`config.mk`:
```
export PLATFORM = sky130hd
export DESIGN_NAME = bcd_entry_buffer
export DESIGN_NICKNAME = d
export VERILOG_FILES = /design/src/rtl/bcd_entry_buffer.sv
export SDC_FILE = /design/constraint.sdc
export NUM_CORES = 1
export LEC_CHECK = 0
export ABC_AREA = 0
export CAP_MARGIN = 20
export CORE_MARGIN = 1.5
export CORE_UTILIZATION = 51
export DETAILED_ROUTE_END_ITERATION = 10
export GPL_ROUTABILITY_DRIVEN = 0
export HOLD_SLACK_MARGIN = 0.12
export PLACE_DENSITY_LB_ADDON = 0.05
export SETUP_SLACK_MARGIN = 0.5
export SLEW_MARGIN = 20
export SYNTH_ARGS = -nofsm -noshare
export SYNTH_HDL_FRONTEND = slang
export SYNTH_SLANG_ARGS = --single-unit
```
`constraint.sdc`:
```
create_clock -name clk -period 2.5 [get_ports clk]
set_input_delay 0.375 -clock clk [delete_from_list [all_inputs] [get_ports clk]]
set_output_delay 0.375 -clock clk [all_outputs]
set_load 0.05 [all_outputs]
```
`src/rtl/bcd_entry_buffer.sv`:
```
// bcd_entry_buffer: calculator-style BCD digit-entry buffer.
// Digits shift in at the least-significant position. The buffer supports
// backspace, clear and commit; a commit copies the entry to a holding
// register and pulses out_valid for one cycle.
//
// Ports:
//   clk        rising-edge clock
//   rst        synchronous active-high reset
//   key_valid  digit strobe, key_code holds the digit (valid BCD 0..9)
//   bksp       delete the newest digit
//   clr        discard the entry
//   commit     transfer the entry to out
//   entry      live entry, packed BCD, digit 0 in [3:0]
//   count      number of digits entered, 0..NUM_DIGITS
//   full       count == NUM_DIGITS (combinational)
//   out        last committed value, packed BCD
//   out_valid  one-cycle pulse when out is updated
//   err        one-cycle pulse when a key is rejected
module bcd_entry_buffer #(
    parameter int unsigned NUM_DIGITS = 4,
    parameter int unsigned CNT_W      = $clog2(NUM_DIGITS + 1),
    parameter bit          AUTO_CLEAR = 1'b1
) (
    input  logic                    clk,
    input  logic                    rst,
    input  logic                    key_valid,
    input  logic [3:0]              key_code,
    input  logic                    bksp,
    input  logic                    clr,
    input  logic                    commit,
    output logic [4*NUM_DIGITS-1:0] entry,
    output logic [CNT_W-1:0]        count,
    output logic                    full,
    output logic [4*NUM_DIGITS-1:0] out,
    output logic                    out_valid,
    output logic                    err
);

    localparam int unsigned DATA_W = 4 * NUM_DIGITS;

    logic [DATA_W-1:0] entry_q, entry_d;
    logic [CNT_W-1:0]  count_q, count_d;
    logic [DATA_W-1:0] out_q, out_d;
    logic              out_valid_q, out_valid_d;
    logic              err_q, err_d;

    logic empty_w;
    logic full_w;

    assign empty_w = (count_q == '0);
    assign full_w  = (count_q == CNT_W'(NUM_DIGITS));

    // Next-state: one request acts per cycle, clr > commit > bksp > key_valid.
    always_comb begin
        entry_d     = entry_q;
        count_d     = count_q;
        out_d       = out_q;
        out_valid_d = 1'b0;
        err_d       = 1'b0;

        if (clr) begin
            entry_d = '0;
            count_d = '0;
        end else if (commit) begin
            if (!empty_w) begin
                out_d       = entry_q;
                out_valid_d = 1'b1;
                if (AUTO_CLEAR) begin
                    entry_d = '0;
                    count_d = '0;
                end
            end
        end else if (bksp) begin
            if (!empty_w) begin
                entry_d = {4'h0, entry_q[DATA_W-1:4]};
                count_d = count_q - CNT_W'(1);
            end
        end else if (key_valid) begin
            // Non-BCD codes and keys on a full buffer are rejected; the MSD never shifts out.
            if ((key_code > 4'd9) || full_w) begin
                err_d = 1'b1;
            end else begin
                entry_d = {entry_q[DATA_W-5:0], key_code};
                count_d = count_q + CNT_W'(1);
            end
        end
    end

    // State registers; reset overrides any strobe in the same cycle.
    always_ff @(posedge clk) begin
        if (rst) begin
            entry_q     <= '0;
            count_q     <= '0;
            out_q       <= '0;
            out_valid_q <= 1'b0;
            err_q       <= 1'b0;
        end else begin
            entry_q     <= entry_d;
            count_q     <= count_d;
            out_q       <= out_d;
            out_valid_q <= out_valid_d;
            err_q       <= err_d;
        end
    end

    assign entry     = entry_q;
    assign count     = count_q;
    assign full      = full_w;
    assign out       = out_q;
    assign out_valid = out_valid_q;
    assign err       = err_q;

endmodule

```
==> summary.txt, run 1 <==
GRT
  – Met2 global-route usage: approximately two fifths
  – Vias in the first global route: between 1,000 and 1,500
  – Global-route wire length before repair: 6.75 mm
  – Total GRT Usage: around 24%
  – Initial antenna violation count: 0
  – GR Layer Usage met1: 31.3%
  – GR Layer Usage met3: 7.35%
  – Pin count of the biggest net entering global routing: 21
  – GRT overflow: 0
  – Busiest grt layer: met2

Yosys
  – Most used DFF post-synth: dfxtp_1
  – Most common cell in the synthesized netlist: dfxtp_1
  – Yosys warns: 0
  – FF+latch count, synth: 37
  – Synth top area cells: dfxtp_1, mux2i_1, mux2_2
  – Distinct cells, synth: 31
  – Ranking of synthesized cells by instance count: dfxtp_1, nand2_1, mux2i_1
  – Syn Nets: 202
  – Post-synthesis sequential area ratio: between 40% and 50%
  – Syn Area/Cell: 9.01 um2
  – Cells after Synth: 191
  – Biggest area consumer among synthesized cells: dfxtp_1
  – Cell Area, Synth: approximately 1700 um2
  – Fraction of registers with async set/reset: 0%
  – Post-synth top area share: 43.0%
  – Number of synthesized flops with an enable pin: 0

Final layout
  – ANT cells: 0
  – Design Area, Final: 2330 um2
  – Syn-to-layout area delta: 35.2%
  – Multi-input logic area: between 800 and 900 um2
  – Proportion of layout cells with a drive suffix above 1: 14.2%
  – Final Non-Filler Cells: 284
  – # nets final: 250
  – Flip-flop and latch area: 742 um2
  – Final-layout fill cell count: 247
  – Util after Layout: 74.4%

Timing
  – Post-route setup slack: 521 ps
  – Tcrit/Tclk final: approximately 79%
  – F_max: a little over 500 MHz
  – Setup_tns: 0 ps
  – Worst hold slack: 481 ps
  – Setup violators final: 0
  – Worst slew pin tran: between 500 and 600 ps
  – Slew HR: 64.5%
  – Clk_skew: 4.22 ps
  – Final min period: 1980 ps
  – Fin. Hold Viols: 0
  – RSZ-0062 raised after global routing: true
  – Max Slew Vio Count: 0

Hold path
  – Worst hold path cell count: 2
  – Worst hold-check path type: reg -> reg

Floorplanning
  – Die height: between 60 and 70 um
  – Die Area: approximately 3700 um2
  – Rows: 20
  – # IOs: 48
  – Initial core utilization: 55.0%
  – Core area: 3130 um2
  – Die outline width: 61.1 um

Power
  – Seq pwr share: 52.5%
  – Switch share: 22.6%
  – Int Pwr: 873 uW
  – Power Density: about 480 nW/um2
  – Pwr Total: between 1 and 1.5 mW
  – Switching Power: 255 uW
  – Clock Power Share: 38.6%
  – Leakage: 1.11 nW
  – Worst VDD drop: 319 uV
  – Comb pwr share: 8.9%

Place
  – Post-Place Setup Slack: 362 ps
  – Cell Area, Placed: 2220 um2
  – Dpl hpwl: 3.08 mm
  – Port Buffers: 47
  – Dpl cells: 275

Run
  – Max cap viols: 0

Worst setup path
  – Kind of critical path: reg -> out
  – Critical-path maximum fanout: 8
  – Slowest-stage cell, CP: or3b_4
  – CP max stage delay: 450 ps
  – Crit-path cells: or3b_4, inv_1, clkdlybuf4s18_2
  – Arr. time, crit path: 1600 ps
  – CP required: between 2000 and 2500 ps
  – Setup crit start kind: flop
  – R2R depth: 4
  – Setup crit end kind: output port

Drt
  – Vias per cell: around 5.5
  – Pre-antenna DRT Iters: 4
  – Routed WL: 4.19 mm
  – Post-DRT Antenna Nets: 0
  – Routed length per instance: between 10 and 15 um
  – Remaining DRCs: 0
  – DR iter-0 viols: 179
  – Vias: between 1,500 and 2,000

Clock tree
  – Clk slew on worst S/H paths: 110 ps
  – TritonCTS clock tree: built
  – Clock sink count: 37
  – Clk buf depth: 2
  – H-Tree Depth: 2
  – Post-CTS sizing: 13
  – Clk_lat worst skew: 340 ps
  – CTS Hold Buffers Added: 0
  – Postcts setup bufs: 0
  – TritonCTS buffer count: 5
  – Root Buffer: clkbuf_4

Outcome
  – Status: finished, final reports clean
-- critical path: cells and delay by family (launching register included) --
family / cells / cell delay [ps]
simple gates: 1 / 450
buf+inv: 2 / 410
flops: 1 / 400
-- routing by layer --
layer,vias up,share of wire [%],routed length [um]
met2,48,49,2040
met4,0,0,0
met5,-,0,0
met1,742,46,1950
li1,769,-,-
met3,0,5.0,210
-- path summary, 6_finish.rpt --
| check | from | endpoint | slack (ps) |
|---|---|---|---|
| min reg2reg | out[4] | out[4] | 480 |
| max | count[0] | full | 520 |
| min | out[4] | out[4] | 480 |
| max reg2reg | count[0] | entry[1] | 820 |
-- sequential cells by signal (all words and copies together) (netlist names) --
signal,count
entry,16
err,1
count,3
out_valid,1
out,16
-- cell usage in the layout, fill, tap and decap left out, drive strengths merged --
cell / Yosys / final
clkdlybuf4s18: 0 / 1
nor2b: 1 / 1
bufinv: 0 / 1
nand2: 34 / 34
inv: 1 / 1
nand3: 17 / 17
xnor3: 1 / 1
nor2: 2 / 2
o21ai: 17 / 17
dfxtp: 37 / 37
o32a: 1 / 1
dlymetal6s2s: 0 / 9
clkbuf: 11 / 7
buf: 4 / 9
mux2: 12 / 12
a21oi: 16 / 16
or2: 1 / 1
dlygate4sd2: 0 / 10
or3b: 2 / 2
nand2b: 1 / 1
mux2i: 18 / 18
a211oi: 1 / 1
a41oi: 1 / 1
o211ai: 1 / 1
or3: 3 / 3
nor4bb: 1 / 1
nand3b: 1 / 1
nor3: 3 / 3
fa: 1 / 1
o21a: 1 / 1
nor4: 1 / 1
a31oi: 1 / 1
clkdlybuf4s50: 0 / 27
-- final cells by class --
type                            count  area share, %
Inverter                            1          0.161
Clock inverter                      1           1.29
Sequential cell                    37           31.9
Tap cell                           44           2.36
Multi-Input combinational cell    138           38.4
Timing Repair Buffer               56           23.5
Clock buffer                        7           2.36
-- cells by family after synthesis --
kind of cell             after synthesis  synth area share [%]
multiplexers                          30                  18.3
AND/OR/NAND/NOR                       67                  18.4
adder cells (fa/ha/maj)                1                  1.16
flip-flops                            37                  43.0
XOR/XNOR                               1                  1.31
AO/OA/AOI/OAI                         39                  12.8
buffers and inverters                 16                  5.01
-- power groups by stage --
stage | registers (mW) | logic [mW] | clock network (mW)
CTS | 0.592 | 0.0985 | 0.443
finish | 0.592 | 0.101 | 0.436
global route | 0.592 | 0.108 | 0.475
floorplan | 0.609 | 0.0649 | 0
detailed placement | 0.605 | 0.0985 | 0
global placement | 0.605 | 0.0957 | 0
Note: power is estimated with default switching activity, not from simulation.
==> run 2: changes to the inputs <==
--- a/config.mk
+++ b/config.mk
@@ -8,7 +8,7 @@
 export ABC_AREA = 0
 export CAP_MARGIN = 20
 export CORE_MARGIN = 1.5
-export CORE_UTILIZATION = 51
+export CORE_UTILIZATION = 43
 export DETAILED_ROUTE_END_ITERATION = 10
 export GPL_ROUTABILITY_DRIVEN = 0
 export HOLD_SLACK_MARGIN = 0.12
==> constraint.sdc (replaced) <==
create_clock -name clk -period 1.6 [get_ports clk]
set_input_delay 0.24 -clock clk [delete_from_list [all_inputs] [get_ports clk]]
set_output_delay 0.24 -clock clk [all_outputs]
set_load 0.05 [all_outputs]
==> run 2 against run 1 <==
Worst setup slack worse by 470 ps. Die area up 18%. Via count up 5.5%. First-iteration DRC count down 25%. Routed wire length up 11%. Total power up 85%. Clock skew up 0.96 ps. Cell area up 15%. Clock-buffer cell count down 2.
==> summary.txt, run 2 (same netlist as run 1, synthesis figures left out) <==
Power
  – Int Pwr: 1.62 mW
  – Clock Power Share: between 40% and 50%
  – Seq pwr share: 43.0%
  – Comb pwr share: 9.5%
  – Worst VDD drop: 541 uV
  – Switching Power: about 470 uW
  – Switch share: about 22%
  – Leakage: 1.15 nW
  – Power Density: 780 nW/um2

Final layout
  – # nets final: between 200 and 300
  – Proportion of layout cells with a drive suffix above 1: 43.8%
  – Most frequent cells in the layout: buf_4, nand2_1, mux2i_1, dfxtp_1
  – Commonest non-fill, non-tap cell in the layout: buf_4
  – Syn-to-layout area delta: 55.2%
  – Util after Layout: 71.4%
  – ANT cells: 0

Clock tree
  – Root Buffer: clkbuf_8
  – TritonCTS clock tree: built
  – Clk_lat worst skew: 290 ps
  – Clock sink count: 37
  – TritonCTS buffer count: 5
  – Clk buf depth: 2
  – Clk slew on worst S/H paths: 80 ps
  – CTS Hold Buffers Added: 0
  – H-Tree Depth: 2

Drt
  – Vias per cell: 5.41
  – Post-DRT Antenna Nets: 0
  – Routed length per instance: 15.3 um
  – Vias: between 1,500 and 2,000
  – DR iter-0 viols: 134
  – Pre-antenna DRT Iters: 4
  – Routed WL: 4.66 mm
  – Remaining DRCs: 0

Worst setup path
  – Setup crit start kind: flop
  – Slowest-stage cell, CP: or3b_4
  – Arr. time, crit path: 1310 ps
  – CP required: 1360 ps
  – Crit-path cells: or3b_4, inv_2, buf_12
  – Setup crit end kind: output port
  – CP max stage delay: 430 ps
  – Critical-path maximum fanout: 6
  – Kind of critical path: reg -> out

GRT
  – Total GRT Usage: 22.5%
  – Initial antenna violation count: 0
  – Global-route wire length before repair: 7.58 mm
  – GRT overflow: 0
  – Pin count of the biggest net entering global routing: 21
  – Vias in the first global route: 1,488

Timing
  – RSZ-0062 raised after global routing: true
  – Final min period: between 1500 and 2000 ps
  – Max Slew Vio Count: 0
  – Post-route setup slack: 49.8 ps
  – Fin. Hold Viols: 0
  – F_max: 645 MHz
  – Worst slew pin tran: roughly 320 ps
  – Setup violators final: 0
  – Slew HR: roughly 79%
  – Tcrit/Tclk final: 96.9%
  – Clk_skew: around 5.2 ps

Place
  – Port Buffers: 47
  – Post-Place Setup Slack: -339 ps
  – Dpl hpwl: 3.25 mm

Floorplanning
  – Die outline width: 66.3 um
  – Die height: 66.3 um
  – Rows: 22
  – # IOs: 48
  – Core area: 3740 um2
  – Die Area: ~4400 um2
  – Initial core utilization: 46.0%

Outcome
  – Status: finished, final reports clean

Hold path
  – Worst hold-check path type: reg -> reg

Run
  – Max cap viols: 0
-- run 2: changes by cell type in the layout (fill, tap and decap cells not counted), moves of 5 or more --
| cell | before | now |
|---|---|---|
| buf_6 | 0 | 13 |
| dfxtp_1 | 36 | 18 |
| dfxtp_4 | 0 | 17 |
| dlymetal6s2s_1 | 9 | 1 |
| clkdlybuf4s50_1 | 27 | 7 |
| buf_8 | 0 | 11 |
| buf_4 | 9 | 36 |
| dlygate4sd2_1 | 10 | 1 |
| clkbuf_4 | 5 | 0 |
-- run 2: worst paths after layout --
kind / start / endpoint / slack (ps) / depth (start not counted)
worst max-delay path: count[1] / full / 50 / 3
worst min register to register: out[12] / out[12] / 480 / 2
worst min-delay path: out[12] / out[12] / 480 / 2
worst max register to register: count[1] / entry[15] / 90 / 4
-- run 2: layer usage --
metal  track usage [%]  up-vias  wire length, um  share of wire, %
met5                 0        -                0                 0
met4              6.89        0               81               1.7
met3              4.60       11              207               4.4
met2              35.3       50             2290                49
met1              31.0      785             2080                45
li1                  -      798                -                 -
-- run 2: critical path: cells and delay by family (launching register included) --
kind                   cells  cell delay [ps]
flip-flops                 1              380
buffers and inverters      2              210
AND/OR/NAND/NOR            1              430
-- run 2: layout make-up --
| class | instances | area, um2 |
|---|---|---|
| Inverter | 1 | 3.75 |
| Tap cell | 48 | 60.1 |
| Timing Repair Buffer | 72 | 733 |
| Clock inverter | 3 | 68.8 |
| Sequential cell | 37 | 807 |
| Multi-Input combinational cell | 138 | 931 |
| Fill cell | 294 | 1070 |
| Clock buffer | 5 | 68.8 |
-- run 2: timing repair --
action / in CTS / in global routing
setup endpoints to repair: 56 / 60
setup buffers: 1 / 5
pin swaps: 3 / 2
gates resized for setup: 44 / 29
-- run 2: per-stage QoR --
step	power, mW	cell area, um2	cells	hold slack [ps]	setup TNS [ps]
detailed placement	1.13	2270	290	469	-3930
CTS	2.11	2540	299	480	0
floorplan	1.05	1760	191	418	0
global route	2.16	2670	304	522	0
global placement	1.12	2270	290	463	-2630
finish	2.09	2670	304	479	0
-- run 2: power by group through the flow --
| stage | logic (mW) | registers (mW) | clock network [mW] |
|---|---|---|---|
| after floorplan | 0.105 | 0.947 | 0 |
| after global placement | 0.182 | 0.942 | 0 |
| after detailed placement | 0.187 | 0.942 | 0 |
| after CTS | 0.193 | 0.913 | 1.00 |
| after global routing | 0.213 | 0.897 | 1.05 |
| final | 0.199 | 0.897 | 0.990 |
==> run 3: changes to the inputs <==
--- a/config.mk
+++ b/config.mk
@@ -5,12 +5,13 @@
 export SDC_FILE = /design/constraint.sdc
 export NUM_CORES = 1
 export LEC_CHECK = 0
-export ABC_AREA = 0
+export ABC_AREA = 1
 export CAP_MARGIN = 20
 export CORE_MARGIN = 1.5
 export CORE_UTILIZATION = 43
 export DETAILED_ROUTE_END_ITERATION = 10
 export GPL_ROUTABILITY_DRIVEN = 0
+export GPL_TIMING_DRIVEN = 0
 export HOLD_SLACK_MARGIN = 0.12
 export PLACE_DENSITY_LB_ADDON = 0.05
 export SETUP_SLACK_MARGIN = 0.5
==> run 3 against run 2 <==
Clock skew increased by 5.6 ps. Worst hold slack worse by 160 ps. Flip-flop and latch count unchanged. Final cell count grew 26%. Critical endpoint unchanged. Non-clock buffer count grew 16. Largest power group is now sequential cells. Utilization up 5.3 points. Global-route usage rose by 3.0 points. Register-to-register slack better by 240 ps.
==> summary.txt, run 3 <==
Outcome
  – Status: finished, final reports clean

Power
  – Seq pwr share: 37.1%
  – Pwr Total: 2.67 mW
  – Leakage: between 1 and 1.5 nW
  – Comb pwr share: between 30% and 40%
  – Switching Power: between 800 and 900 uW
  – Worst VDD drop: 488 uV
  – Switch share: 32.2%
  – Clock Power Share: 32.9%
  – Power Density: approximately 860 nW/um2
  – Int Pwr: 1.81 mW

Clock tree
  – Root Buffer: clkbuf_8
  – H-Tree Depth: 2
  – Clock sink count: 37
  – Clk_lat worst skew: approximately 300 ps
  – Clk buf depth: 2
  – TritonCTS clock tree: built
  – CTS Hold Buffers Added: 0
  – TritonCTS buffer count: 5
  – Clk slew on worst S/H paths: 80 ps

Place
  – Port Buffers: between 40 and 50
  – Post-Place Setup Slack: -227 ps
  – Cell Area, Placed: around 2400 um2
  – Dpl cells: 353
  – Dpl hpwl: 3.34 mm

Drt
  – Vias per cell: 5.48
  – Routed length per instance: around 16 um
  – Post-DRT Antenna Nets: 0
  – DR iter-0 viols: ~140
  – Vias: about 2,100
  – Remaining DRCs: 0
  – Routed WL: 6.12 mm
  – Pre-antenna DRT Iters: 5

Worst setup path
  – Setup crit end kind: output port
  – Crit-path cells: inv_4, nand3_4, inv_2, buf_8
  – Arr. time, crit path: 1050 ps
  – Setup crit start kind: flop
  – CP max stage delay: 370 ps
  – CP Buf/Inv Count: 3
  – Slowest-stage cell, CP: dfxtp_4
  – R2R depth: 8
  – CP required: 1360 ps
  – CP top delay family: flip-flops
  – Critical-path maximum fanout: 3
  – Kind of critical path: reg -> out
  – WP depth: 4

Yosys
  – Post-synth top area share: 40.2%
  – FF+latch count, synth: 37
  – Fraction of registers with async set/reset: 0%
  – Distinct cells, synth: 20
  – Syn Nets: between 200 and 300
  – Biggest area consumer among synthesized cells: dfxtp_1
  – Post-synthesis sequential area ratio: 40.2%
  – Synth top area cells: dfxtp_1, a21oi_1, nand2_1
  – Syn Area/Cell: between 7 and 8 um2
  – Most used DFF post-synth: dfxtp_1
  – Number of synthesized flops with an enable pin: 0
  – Yosys warns: 0
  – Cells after Synth: 257
  – Cell Area, Synth: ~1800 um2
  – Ranking of synthesized cells by instance count: a21oi_1, nand2_1, dfxtp_1

Timing
  – Clk_skew: 10.7 ps
  – Tcrit/Tclk final: 80.7%
  – Slew HR: between 50% and 60%
  – Max Slew Vio Count: 0
  – Setup_tns: 0 ps
  – F_max: approximately 770 MHz
  – Setup violators final: 0
  – Worst hold slack: 315 ps
  – Post-route setup slack: 309 ps
  – Fin. Hold Viols: 0
  – Final min period: 1290 ps
  – RSZ-0062 raised after global routing: true
  – Worst slew pin tran: 628 ps

Floorplanning
  – Core area: 4060 um2
  – Rows: 23
  – Die height: around 68 um
  – Die outline width: approximately 70 um
  – # IOs: 48
  – Die Area: 4690 um2
  – Initial core utilization: 45.4%

GRT
  – Global-route wire length before repair: 8.74 mm
  – Pin count of the biggest net entering global routing: 13
  – Total GRT Usage: 25.5%
  – GR Layer Usage met3: between 5 and 6%
  – Busiest grt layer: met2
  – Met2 global-route usage: 41.3%
  – Vias in the first global route: approximately 1,900
  – Initial antenna violation count: 0
  – GR Layer Usage met1: 32.5%
  – GRT overflow: 0

Final layout
  – Most frequent cells in the layout: nand2_1, buf_6, nand3_1, buf_4, nor2_1
  – # nets final: 344
  – Syn-to-layout area delta: 68.9%
  – Util after Layout: 76.7%
  – Multi-input logic area: 1070 um2
  – Final-layout fill cell count: between 200 and 300
  – Proportion of layout cells with a drive suffix above 1: 50.0%
  – Final Non-Filler Cells: 384
  – Design Area, Final: 3110 um2
  – Commonest non-fill, non-tap cell in the layout: nand2_1
  – ANT cells: 0
  – Flip-flop and latch area: between 700 and 800 um2

Run
  – Max cap viols: 0

Hold path
  – Worst hold path cell count: 2
  – Worst hold-check path type: in -> reg
-- run 3: cell types whose count changed after synthesis, moves of 5 or more --
cell / previous run / this run
nor2_1: 2 / 26
a21oi_1: 16 / 45
buf_2: 2 / 8
mux2i_1: 18 / 0
mux2_2: 12 / 0
nand2_1: 34 / 45
nand3_1: 17 / 29
inv_1: 1 / 20
clkbuf_1: 11 / 6
o21ai_0: 17 / 12
nand3_2: 0 / 12
-- run 3: cell families (layout without fill, tap and decap cells) --
group	Yosys count	in the layout	share of synthesized area [%]
adder cells (fa/ha/maj)	1	1	1.09
AO/OA/AOI/OAI	59	59	16.2
AND/OR/NAND/NOR	115	115	30.7
buffers and inverters	45	122	11.9
flip-flops	37	37	40.2
-- run 3: repair_timing --
item / CTS / global route
cloned: 2 / 3
buffers inserted: 14 / 4
gates resized for setup: 283 / 77
pin swaps: 4 / 9
endpoints found under the setup margin: 74 / 62
-- run 3: power groups by stage --
stage                     logic, mW  clock network (mW)  registers [mW]
after floorplan               0.327                   0            1.11
after global placement        0.586                   0            1.00
after detailed placement      0.592                   0            1.00
after CTS                     0.676               0.878           0.988
after global routing          0.848               0.926           0.994
final                         0.799               0.878           0.990
-- run 3: layout make-up --
class	instances	area share [%]
multi-input combinational	175	34.3
clock buffer	6	2.65
clock inverter	2	1.17
sequential	37	25.4
buffer	19	6.63
tap	50	2.01
timing repair buffer	69	24.0
inverter	26	3.74
-- run 3: per-layer routing --
metal	wire, um	share of wire, %
met3	406	6.6
met5	0	0
met1	2430	40
met4	238	3.9
met2	3050	50
-- run 3: final timing paths --
path | startpoint | end | slack [ps]
setup reg to reg | count[0] | entry[7] | 330
hold reg to reg | out[8] | out[8] | 460
setup / recovery | count[1] | full | 310
hold / removal | rst | out[3] | 320
-- run 3: worst register-to-register path: stages, from the launching register on --
cell	delay, ps
dfxtp_4	400
inv_6	50
nand3_4	70
nand3_2	110
buf_8	170
buf_4	150
nand3_1	80
nand2_1	60
nor2_1	110
